[src/rtl/regfile_if.sv]
// Register-file bus: decoder issue, ROB search, resolved operands and ROB commit.
// The regfile sits on the slave modport; the decoder/ROB side uses master.
`ifndef ROB_WIDTH
`define ROB_WIDTH 4
`endif

interface regfile_if;
    // Misprediction flush from the ROB
    logic                  clear;

    // Decoder issue request
    logic                  dec_ready;
    logic [4:0]            rs1;
    logic [4:0]            rs2;
    logic [4:0]            rd;
    logic [`ROB_WIDTH-1:0] empty_rob_id;

    // ROB search for in-flight producers
    logic [`ROB_WIDTH-1:0] search_rob_id_1;
    logic [`ROB_WIDTH-1:0] search_rob_id_2;
    logic                  search_ready_1;
    logic                  search_ready_2;
    logic [31:0]           search_val_1;
    logic [31:0]           search_val_2;

    // Resolved operands for the RS and LSB
    logic [31:0]           val1;
    logic [31:0]           val2;
    logic                  has_dep1;
    logic                  has_dep2;
    logic [`ROB_WIDTH-1:0] dep1;
    logic [`ROB_WIDTH-1:0] dep2;

    // ROB commit
    logic                  commit_ready;
    logic [`ROB_WIDTH-1:0] commit_rob_id;
    logic [4:0]            commit_reg_id;
    logic [31:0]           commit_val;

    modport master (
        output clear, dec_ready, rs1, rs2, rd, empty_rob_id,
        output search_ready_1, search_ready_2, search_val_1, search_val_2,
        output commit_ready, commit_rob_id, commit_reg_id, commit_val,
        input  search_rob_id_1, search_rob_id_2,
        input  val1, val2, has_dep1, has_dep2, dep1, dep2
    );

    modport slave (
        input  clear, dec_ready, rs1, rs2, rd, empty_rob_id,
        input  search_ready_1, search_ready_2, search_val_1, search_val_2,
        input  commit_ready, commit_rob_id, commit_reg_id, commit_val,
        output search_rob_id_1, search_rob_id_2,
        output val1, val2, has_dep1, has_dep2, dep1, dep2
    );
endinterface

[src/rtl/regfile.sv]
// Architectural register file with rename tags (32 x 32-bit, x0 hard-wired 0).
// Each register carries a busy bit and the ROB tag of its newest producer.
// Operands are resolved combinationally from the register, the ROB search
// result, or reported as a dependency on the producer tag.
// Optional feature: define RF_COMMIT_CNT_EN to add the commit_cnt output,
// a free-running count of committed non-x0 writes.
`ifndef ROB_WIDTH
`define ROB_WIDTH 4
`endif

module regfile (
    input  logic        clk_in,
    input  logic        rst_in,
    input  logic        rdy_in,
    regfile_if.slave    bus
`ifdef RF_COMMIT_CNT_EN
    ,
    output logic [31:0] commit_cnt
`endif
);

    localparam int RW = `ROB_WIDTH;

    // Current state of every register, gathered for combinational lookup
    logic [31:0]   rf_data [32];
    logic          rf_busy [32];
    logic [RW-1:0] rf_tag  [32];

    // Qualified per-cycle events; rdy_in low freezes everything
    logic issue_en;
    logic commit_en;
    logic flush_en;

    assign flush_en  = rdy_in && bus.clear;
    assign issue_en  = rdy_in && !bus.clear && bus.dec_ready;
    assign commit_en = rdy_in && bus.commit_ready;

    genvar gi;

    // Per-register storage; x0 is a constant zero that is never busy
    generate
        for (gi = 0; gi < 32; gi++) begin : g_reg
            if (gi == 0) begin : g_zero
                assign rf_data[gi] = '0;
                assign rf_busy[gi] = 1'b0;
                assign rf_tag[gi]  = '0;
            end else begin : g_live
                logic [31:0]   data_d, data_q;
                logic          busy_d, busy_q;
                logic [RW-1:0] tag_d,  tag_q;
                logic          issue_hit;
                logic          commit_hit;

                assign issue_hit  = issue_en  && (bus.rd == 5'(gi));
                assign commit_hit = commit_en && (bus.commit_reg_id == 5'(gi));

                // Commit writes the value; a newer issue to the same register
                // keeps it busy under the new tag; a flush drops the busy bit
                always_comb begin
                    data_d = data_q;
                    busy_d = busy_q;
                    tag_d  = tag_q;
                    if (commit_hit) begin
                        data_d = bus.commit_val;
                        if ((tag_q == bus.commit_rob_id) && !issue_hit) begin
                            busy_d = 1'b0;
                        end
                    end
                    if (flush_en) begin
                        busy_d = 1'b0;
                    end else if (issue_hit) begin
                        busy_d = 1'b1;
                        tag_d  = bus.empty_rob_id;
                    end
                end

                // State register; reset wins over any same-cycle update
                always_ff @(posedge clk_in) begin
                    if (rst_in) begin
                        data_q <= '0;
                        busy_q <= 1'b0;
                        tag_q  <= '0;
                    end else begin
                        data_q <= data_d;
                        busy_q <= busy_d;
                        tag_q  <= tag_d;
                    end
                end

                assign rf_data[gi] = data_q;
                assign rf_busy[gi] = busy_q;
                assign rf_tag[gi]  = tag_q;
            end
        end
    endgenerate

    // Operand ports gathered into arrays so both lanes share one resolver
    logic [4:0]    op_rs   [2];
    logic          op_srdy [2];
    logic [31:0]   op_sval [2];
    logic [31:0]   op_val  [2];
    logic          op_dep  [2];
    logic [RW-1:0] op_tag  [2];

    assign op_rs[0]   = bus.rs1;
    assign op_rs[1]   = bus.rs2;
    assign op_srdy[0] = bus.search_ready_1;
    assign op_srdy[1] = bus.search_ready_2;
    assign op_sval[0] = bus.search_val_1;
    assign op_sval[1] = bus.search_val_2;

    // Resolution uses pre-edge state, so a same-cycle issue with rd == rsN
    // still sees the previous producer
    generate
        for (gi = 0; gi < 2; gi++) begin : g_opnd
            // Register value, forwarded ROB result, or a pending dependency
            always_comb begin
                op_tag[gi] = rf_tag[op_rs[gi]];
                op_val[gi] = rf_data[op_rs[gi]];
                op_dep[gi] = 1'b0;
                if ((op_rs[gi] != 5'd0) && rf_busy[op_rs[gi]]) begin
                    if (op_srdy[gi]) begin
                        op_val[gi] = op_sval[gi];
                    end else begin
                        op_val[gi] = '0;
                        op_dep[gi] = 1'b1;
                    end
                end
            end
        end
    endgenerate

    assign bus.search_rob_id_1 = op_tag[0];
    assign bus.search_rob_id_2 = op_tag[1];
    assign bus.val1            = op_val[0];
    assign bus.val2            = op_val[1];
    assign bus.has_dep1        = op_dep[0];
    assign bus.has_dep2        = op_dep[1];
    assign bus.dep1            = op_tag[0];
    assign bus.dep2            = op_tag[1];

`ifdef RF_COMMIT_CNT_EN
    logic [31:0] cnt_d, cnt_q;

    // Count committed writes to x1..x31; flush does not touch it
    always_comb begin
        cnt_d = cnt_q;
        if (commit_en && (bus.commit_reg_id != 5'd0)) begin
            cnt_d = cnt_q + 32'd1;
        end
    end

    // Counter register
    always_ff @(posedge clk_in) begin
        if (rst_in) begin
            cnt_q <= '0;
        end else begin
            cnt_q <= cnt_d;
        end
    end

    assign commit_cnt = cnt_q;
`endif

endmodule

[src/flat_wrapper.sv]
// flat-port wrapper written by rule: the top's interface ports become plain ports
module regfile_flat 
  (clk_in, rst_in, rdy_in, bus_clear, bus_dec_ready, bus_rs1, bus_rs2, bus_rd, bus_empty_rob_id, bus_search_ready_1, bus_search_ready_2, bus_search_val_1, bus_search_val_2, bus_commit_ready, bus_commit_rob_id, bus_commit_reg_id, bus_commit_val, bus_search_rob_id_1, bus_search_rob_id_2, bus_val1, bus_val2, bus_has_dep1, bus_has_dep2, bus_dep1, bus_dep2);
  regfile_if bus_i ();
  input  logic clk_in;
  input  logic rst_in;
  input  logic rdy_in;
  input wire logic [$bits(bus_i.clear)-1:0] bus_clear;
  input wire logic [$bits(bus_i.dec_ready)-1:0] bus_dec_ready;
  input wire logic [$bits(bus_i.rs1)-1:0] bus_rs1;
  input wire logic [$bits(bus_i.rs2)-1:0] bus_rs2;
  input wire logic [$bits(bus_i.rd)-1:0] bus_rd;
  input wire logic [$bits(bus_i.empty_rob_id)-1:0] bus_empty_rob_id;
  input wire logic [$bits(bus_i.search_ready_1)-1:0] bus_search_ready_1;
  input wire logic [$bits(bus_i.search_ready_2)-1:0] bus_search_ready_2;
  input wire logic [$bits(bus_i.search_val_1)-1:0] bus_search_val_1;
  input wire logic [$bits(bus_i.search_val_2)-1:0] bus_search_val_2;
  input wire logic [$bits(bus_i.commit_ready)-1:0] bus_commit_ready;
  input wire logic [$bits(bus_i.commit_rob_id)-1:0] bus_commit_rob_id;
  input wire logic [$bits(bus_i.commit_reg_id)-1:0] bus_commit_reg_id;
  input wire logic [$bits(bus_i.commit_val)-1:0] bus_commit_val;
  output wire logic [$bits(bus_i.search_rob_id_1)-1:0] bus_search_rob_id_1;
  output wire logic [$bits(bus_i.search_rob_id_2)-1:0] bus_search_rob_id_2;
  output wire logic [$bits(bus_i.val1)-1:0] bus_val1;
  output wire logic [$bits(bus_i.val2)-1:0] bus_val2;
  output wire logic [$bits(bus_i.has_dep1)-1:0] bus_has_dep1;
  output wire logic [$bits(bus_i.has_dep2)-1:0] bus_has_dep2;
  output wire logic [$bits(bus_i.dep1)-1:0] bus_dep1;
  output wire logic [$bits(bus_i.dep2)-1:0] bus_dep2;
  assign bus_i.clear = bus_clear;
  assign bus_i.dec_ready = bus_dec_ready;
  assign bus_i.rs1 = bus_rs1;
  assign bus_i.rs2 = bus_rs2;
  assign bus_i.rd = bus_rd;
  assign bus_i.empty_rob_id = bus_empty_rob_id;
  assign bus_i.search_ready_1 = bus_search_ready_1;
  assign bus_i.search_ready_2 = bus_search_ready_2;
  assign bus_i.search_val_1 = bus_search_val_1;
  assign bus_i.search_val_2 = bus_search_val_2;
  assign bus_i.commit_ready = bus_commit_ready;
  assign bus_i.commit_rob_id = bus_commit_rob_id;
  assign bus_i.commit_reg_id = bus_commit_reg_id;
  assign bus_i.commit_val = bus_commit_val;
  assign bus_search_rob_id_1 = bus_i.search_rob_id_1;
  assign bus_search_rob_id_2 = bus_i.search_rob_id_2;
  assign bus_val1 = bus_i.val1;
  assign bus_val2 = bus_i.val2;
  assign bus_has_dep1 = bus_i.has_dep1;
  assign bus_has_dep2 = bus_i.has_dep2;
  assign bus_dep1 = bus_i.dep1;
  assign bus_dep2 = bus_i.dep2;
  regfile u_core (.clk_in(clk_in), .rst_in(rst_in), .rdy_in(rdy_in), .bus(bus_i));
endmodule
[config.mk]
export PLATFORM = sky130hd
export DESIGN_NAME = regfile_flat
export DESIGN_NICKNAME = d
export VERILOG_FILES = /design/src/rtl/regfile_if.sv /design/src/rtl/regfile.sv /design/src/flat_wrapper.sv
export SDC_FILE = /design/constraint.sdc
export NUM_CORES = 2
export LEC_CHECK = 0
export CAP_MARGIN = 20
export CELL_PAD_IN_SITES_DETAIL_PLACEMENT = 2
export CELL_PAD_IN_SITES_GLOBAL_PLACEMENT = 2
export CORE_AREA = 2 2 453 455
export CTS_BUF_LIST = sky130_fd_sc_hd__clkbuf_8
export DETAILED_ROUTE_END_ITERATION = 10
export DIE_AREA = 0 0 455 457
export PLACE_DENSITY = 0.7
export SLEW_MARGIN = 20
export SYNTH_ARGS = -nofsm -noshare
export SYNTH_HDL_FRONTEND = slang
export SYNTH_SLANG_ARGS = --single-unit
[constraint.sdc]
create_clock -name clk_in -period 3.4 [get_ports clk_in]
set_input_delay 0.68 -clock clk_in [delete_from_list [all_inputs] [get_ports clk_in]]
set_output_delay 0.68 -clock clk_in [all_outputs]
set_load 0.005 [all_outputs]
==> impl_results.md <==
- Largest delay share family, worst path: multiplexers
- Cells on worst reg2reg path: 5
- First-pass GRT wire length: 464000 um
- Total track usage: 30.6%
- CP startpoint kind: flip-flop
- Share of cells above drive strength 1: 24.7%
- Initial antenna violation count: 13
- Fillcell total: 22135
- WL/cell: 32.1 um
- Die Span X: 455 um
- Crit path depth: 8
- Synth Instances: 6886
- Post-synthesis sequential area ratio: 37.9%
- Yosys top cell by area: dfxtp_1
- Endpoints failing hold: 0
- Cell Area, Synth: 60600 sq um
- Failing checks: negative setup slack
- YS warnings: 0
- CP Capture Type: primary output
- Setup WS post-layout: -0.813 ns
- Vias post-DR: 60231
- Worst slew pin tran: 0.844 ns
- Data required, critical path: 2.72 ns
- Area contributors post-synth: dfxtp_1 38%, mux4_2 19%, nand2_1 14%
- Slew Limit Fails: 0
- Syn nets: 7018
- Critical path fanouts, max: 5
- Clk slew on worst S/H paths: 0.06 ns
- Cell breakdown of the critical path: mux4_2 > mux4_2 > a21oi_4 > buf_12 > buf_16 > buf_8 > mux2i_4 > buf_2
- Via/cell ratio: 5.96
- Asr flop ratio synth: 0%
- Pin count of the biggest net entering global routing: 97
- CP max stage delay: 0.60 ns
- R2r startpoint: u_core.g_reg[11].g_live.tag_q[0]$_SDFFE_PP0P_
- Pwr dens: 415 nW/um^2
- Outcome: finished, violations left
- Slew margin rel.: 43.7%
- CP most frequent cell: mux4_2
- RePlAce Congestion: 0.936
- CP bufs+invs: 4
- Pre-antenna DRT Iters: 7
- Slowest-stage cell, CP: mux4_2
- Initial Utilization: 29.8%
- Starting DRC count in detailed routing: 5878
- Die area: 208000 sq um
- Routed WL: 325000 um
- CTS root buf: clkbuf_8
- Area grow syn2layout: 23.4%
- DP Cell Count: 9678
- Setup Crit Path Kind: reg -> out
- Worst hold path class: in -> reg
- Num CTS Buffers: 208
- Rows: 166
- Antenna Nets Post-Route: 0
- CTS tree: done
- RSZ-0062 raised after global routing: yes
- Vias in the first global route: 64183
- Fin Hold WS: 0.217 ns
- H-Tree Depth: 4
- Ratio of final minimum period to clock period: 124%
- Final Critical Period: 4.21 ns
- Final #Nets: 7373
- Sum Neg Setup Slack: -46.50 ns
- Non-Filler Instances: 10100
- Final setup vio count: 82
- EDFF count, synth: 0
- Arr. time, crit path: 3.53 ns
- Min-Delay Path Depth: 2
- Worst Setup SP: u_core.g_reg[16].g_live.busy_q$_SDFFE_PP0P_
- Placeable Area: 203000 sq um
- Ports: 214
- Yosys cell types: 50
- Critical hold path startpoint: rst_in
- Dpl hpwl: 215000 um
- PortBufs: 213
- Tot Pwr: 31.1 mW
- Clock Path Buffers: 3
- Top cell type's share of synthesized area: 37.9%
- CTS Sinks: 1147
- Clock Skew: 0.0311 ns
- Post-Synthesis Mean Instance Area: 8.81 sq um
- Fmax achieved: 237 MHz
- Maxcap violations: 0
- VDD IR max: 0.388 mV
- Grt ovf: 0
- Ys flop type: dfxtp_1
- Synth Register Bits: 1147
- Skew-Pair Late Insertion Delay: 1.04 ns
- Static leakage: 25.7 nW
- Die Span Y: 457 um
- Residual DRC count: 0
-- layer usage --
layer / share of wire [%] / wire, um / global-route usage [%] / vias up
met5: 0.0043 / 14 / 0 / -
li1: - / - / - / 24873
met3: 7.6 / 24800 / 6.10 / 852
met4: 5.9 / 19200 / 16.8 / 2
met2: 46 / 149000 / 48.1 / 2790
met1: 41 / 132000 / 39.0 / 31714
-- per-stage QoR --
step	setup slack [ns]	utilization, %	cell area [sq um]
2_1_floorplan	0.0239	-	60600
3_3_place_gp	-1.35	34.4	69900
3_5_place_dp	-1.39	34.4	69900
4_1_cts	-0.854	36.8	74800
5_1_grt	-0.850	36.8	74800
6_report	-0.813	36.8	74800
-- cells in the final DEF (no fill, tap or decap), drive strengths merged, types with 55 or more instances in the layout --
master,n
inv,83
mux4,503
o221ai,55
mux2i,259
mux2,132
nand2,2251
clkbuf,266
a22o,93
xnor2,124
dfxtp,1147
nand3,56
buf,740
clkdlybuf4s50,115
nor2,121
a21oi,1147
-- layout make-up --
type	instances	area (sq um)	area share, %
Timing Repair Buffer	855	8760	11.7
Tap cell	2688	3360	4.50
Multi-Input combinational cell	5010	35100	47.0
Clock inverter	106	741	0.990
Inverter	19	71.3	0.0953
Antenna cell	9	22.5	0.0301
Clock buffer	266	3660	4.89
Sequential cell	1147	23000	30.8
-- final timing paths --
path	end	slack [ns]
hold / removal	u_core.g_reg[3].g_live.data_q[29]$_SDFFE_PP0P_	0.22
hold reg to reg	u_core.g_reg[22].g_live.data_q[27]$_SDFFE_PP0P_	0.47
setup reg to reg	u_core.g_reg[11].g_live.busy_q$_SDFFE_PP0P_	2.00
setup / recovery	bus_val1[20]	-0.81
-- synthesized netlist by cell type (15+ instances only) --
cell type and n:
nand2_1 2251, dfxtp_1 1147, a21oi_1 1146, clkbuf_1 554
mux4_2 503, mux2i_1 259, xnor2_1 124, nor2_1 121
mux2_2 117, a22o_1 93, buf_2 70, nand3_1 56
o221ai_1 55, o21ai_0 44, buf_1 43, a22oi_1 38
a311oi_1 32, nand4_1 31, and3_1 27, buf_4 24
o31a_1 23, inv_1 19, buf_6 18, mux2_1 15
-- sequential cells by signal, summed over array words and instances (netlist names) --
name / cells
u_core.g.g_live.busy_q: 31
u_core.g.g_live.data_q: 992
u_core.g.g_live.tag_q: 124
-- where the power goes --
group / switching, mW / leakage, nW / internal, mW / total [mW]
Combinational: 2.06 / 14.0 / 1.19 / 3.25
Sequential: 0.0505 / 9.27 / 13.5 / 13.5
Clock: 6.80 / 2.50 / 7.47 / 14.3
-- cells by family (layout without fill, tap and decap cells) --
logic type	count (synthesis)	in the layout	synth area share [%]
compound gates	1456	1456	13.6
xor+xnor	124	124	1.79
buf+inv	729	1246	5.03
flops	1147	1147	37.9
mux	894	894	25.4
other cells	0	9	0
simple gates	2536	2536	16.3
-- repair_timing --
item	in CTS	in global routing
setup buffers	32	15
pin swaps	3	2
endpoints found under the setup margin	82	82
hold buffers	0	0
cloned	4	0
gates resized for setup	440	43
Note: power is estimated with default switching activity, not from simulation.
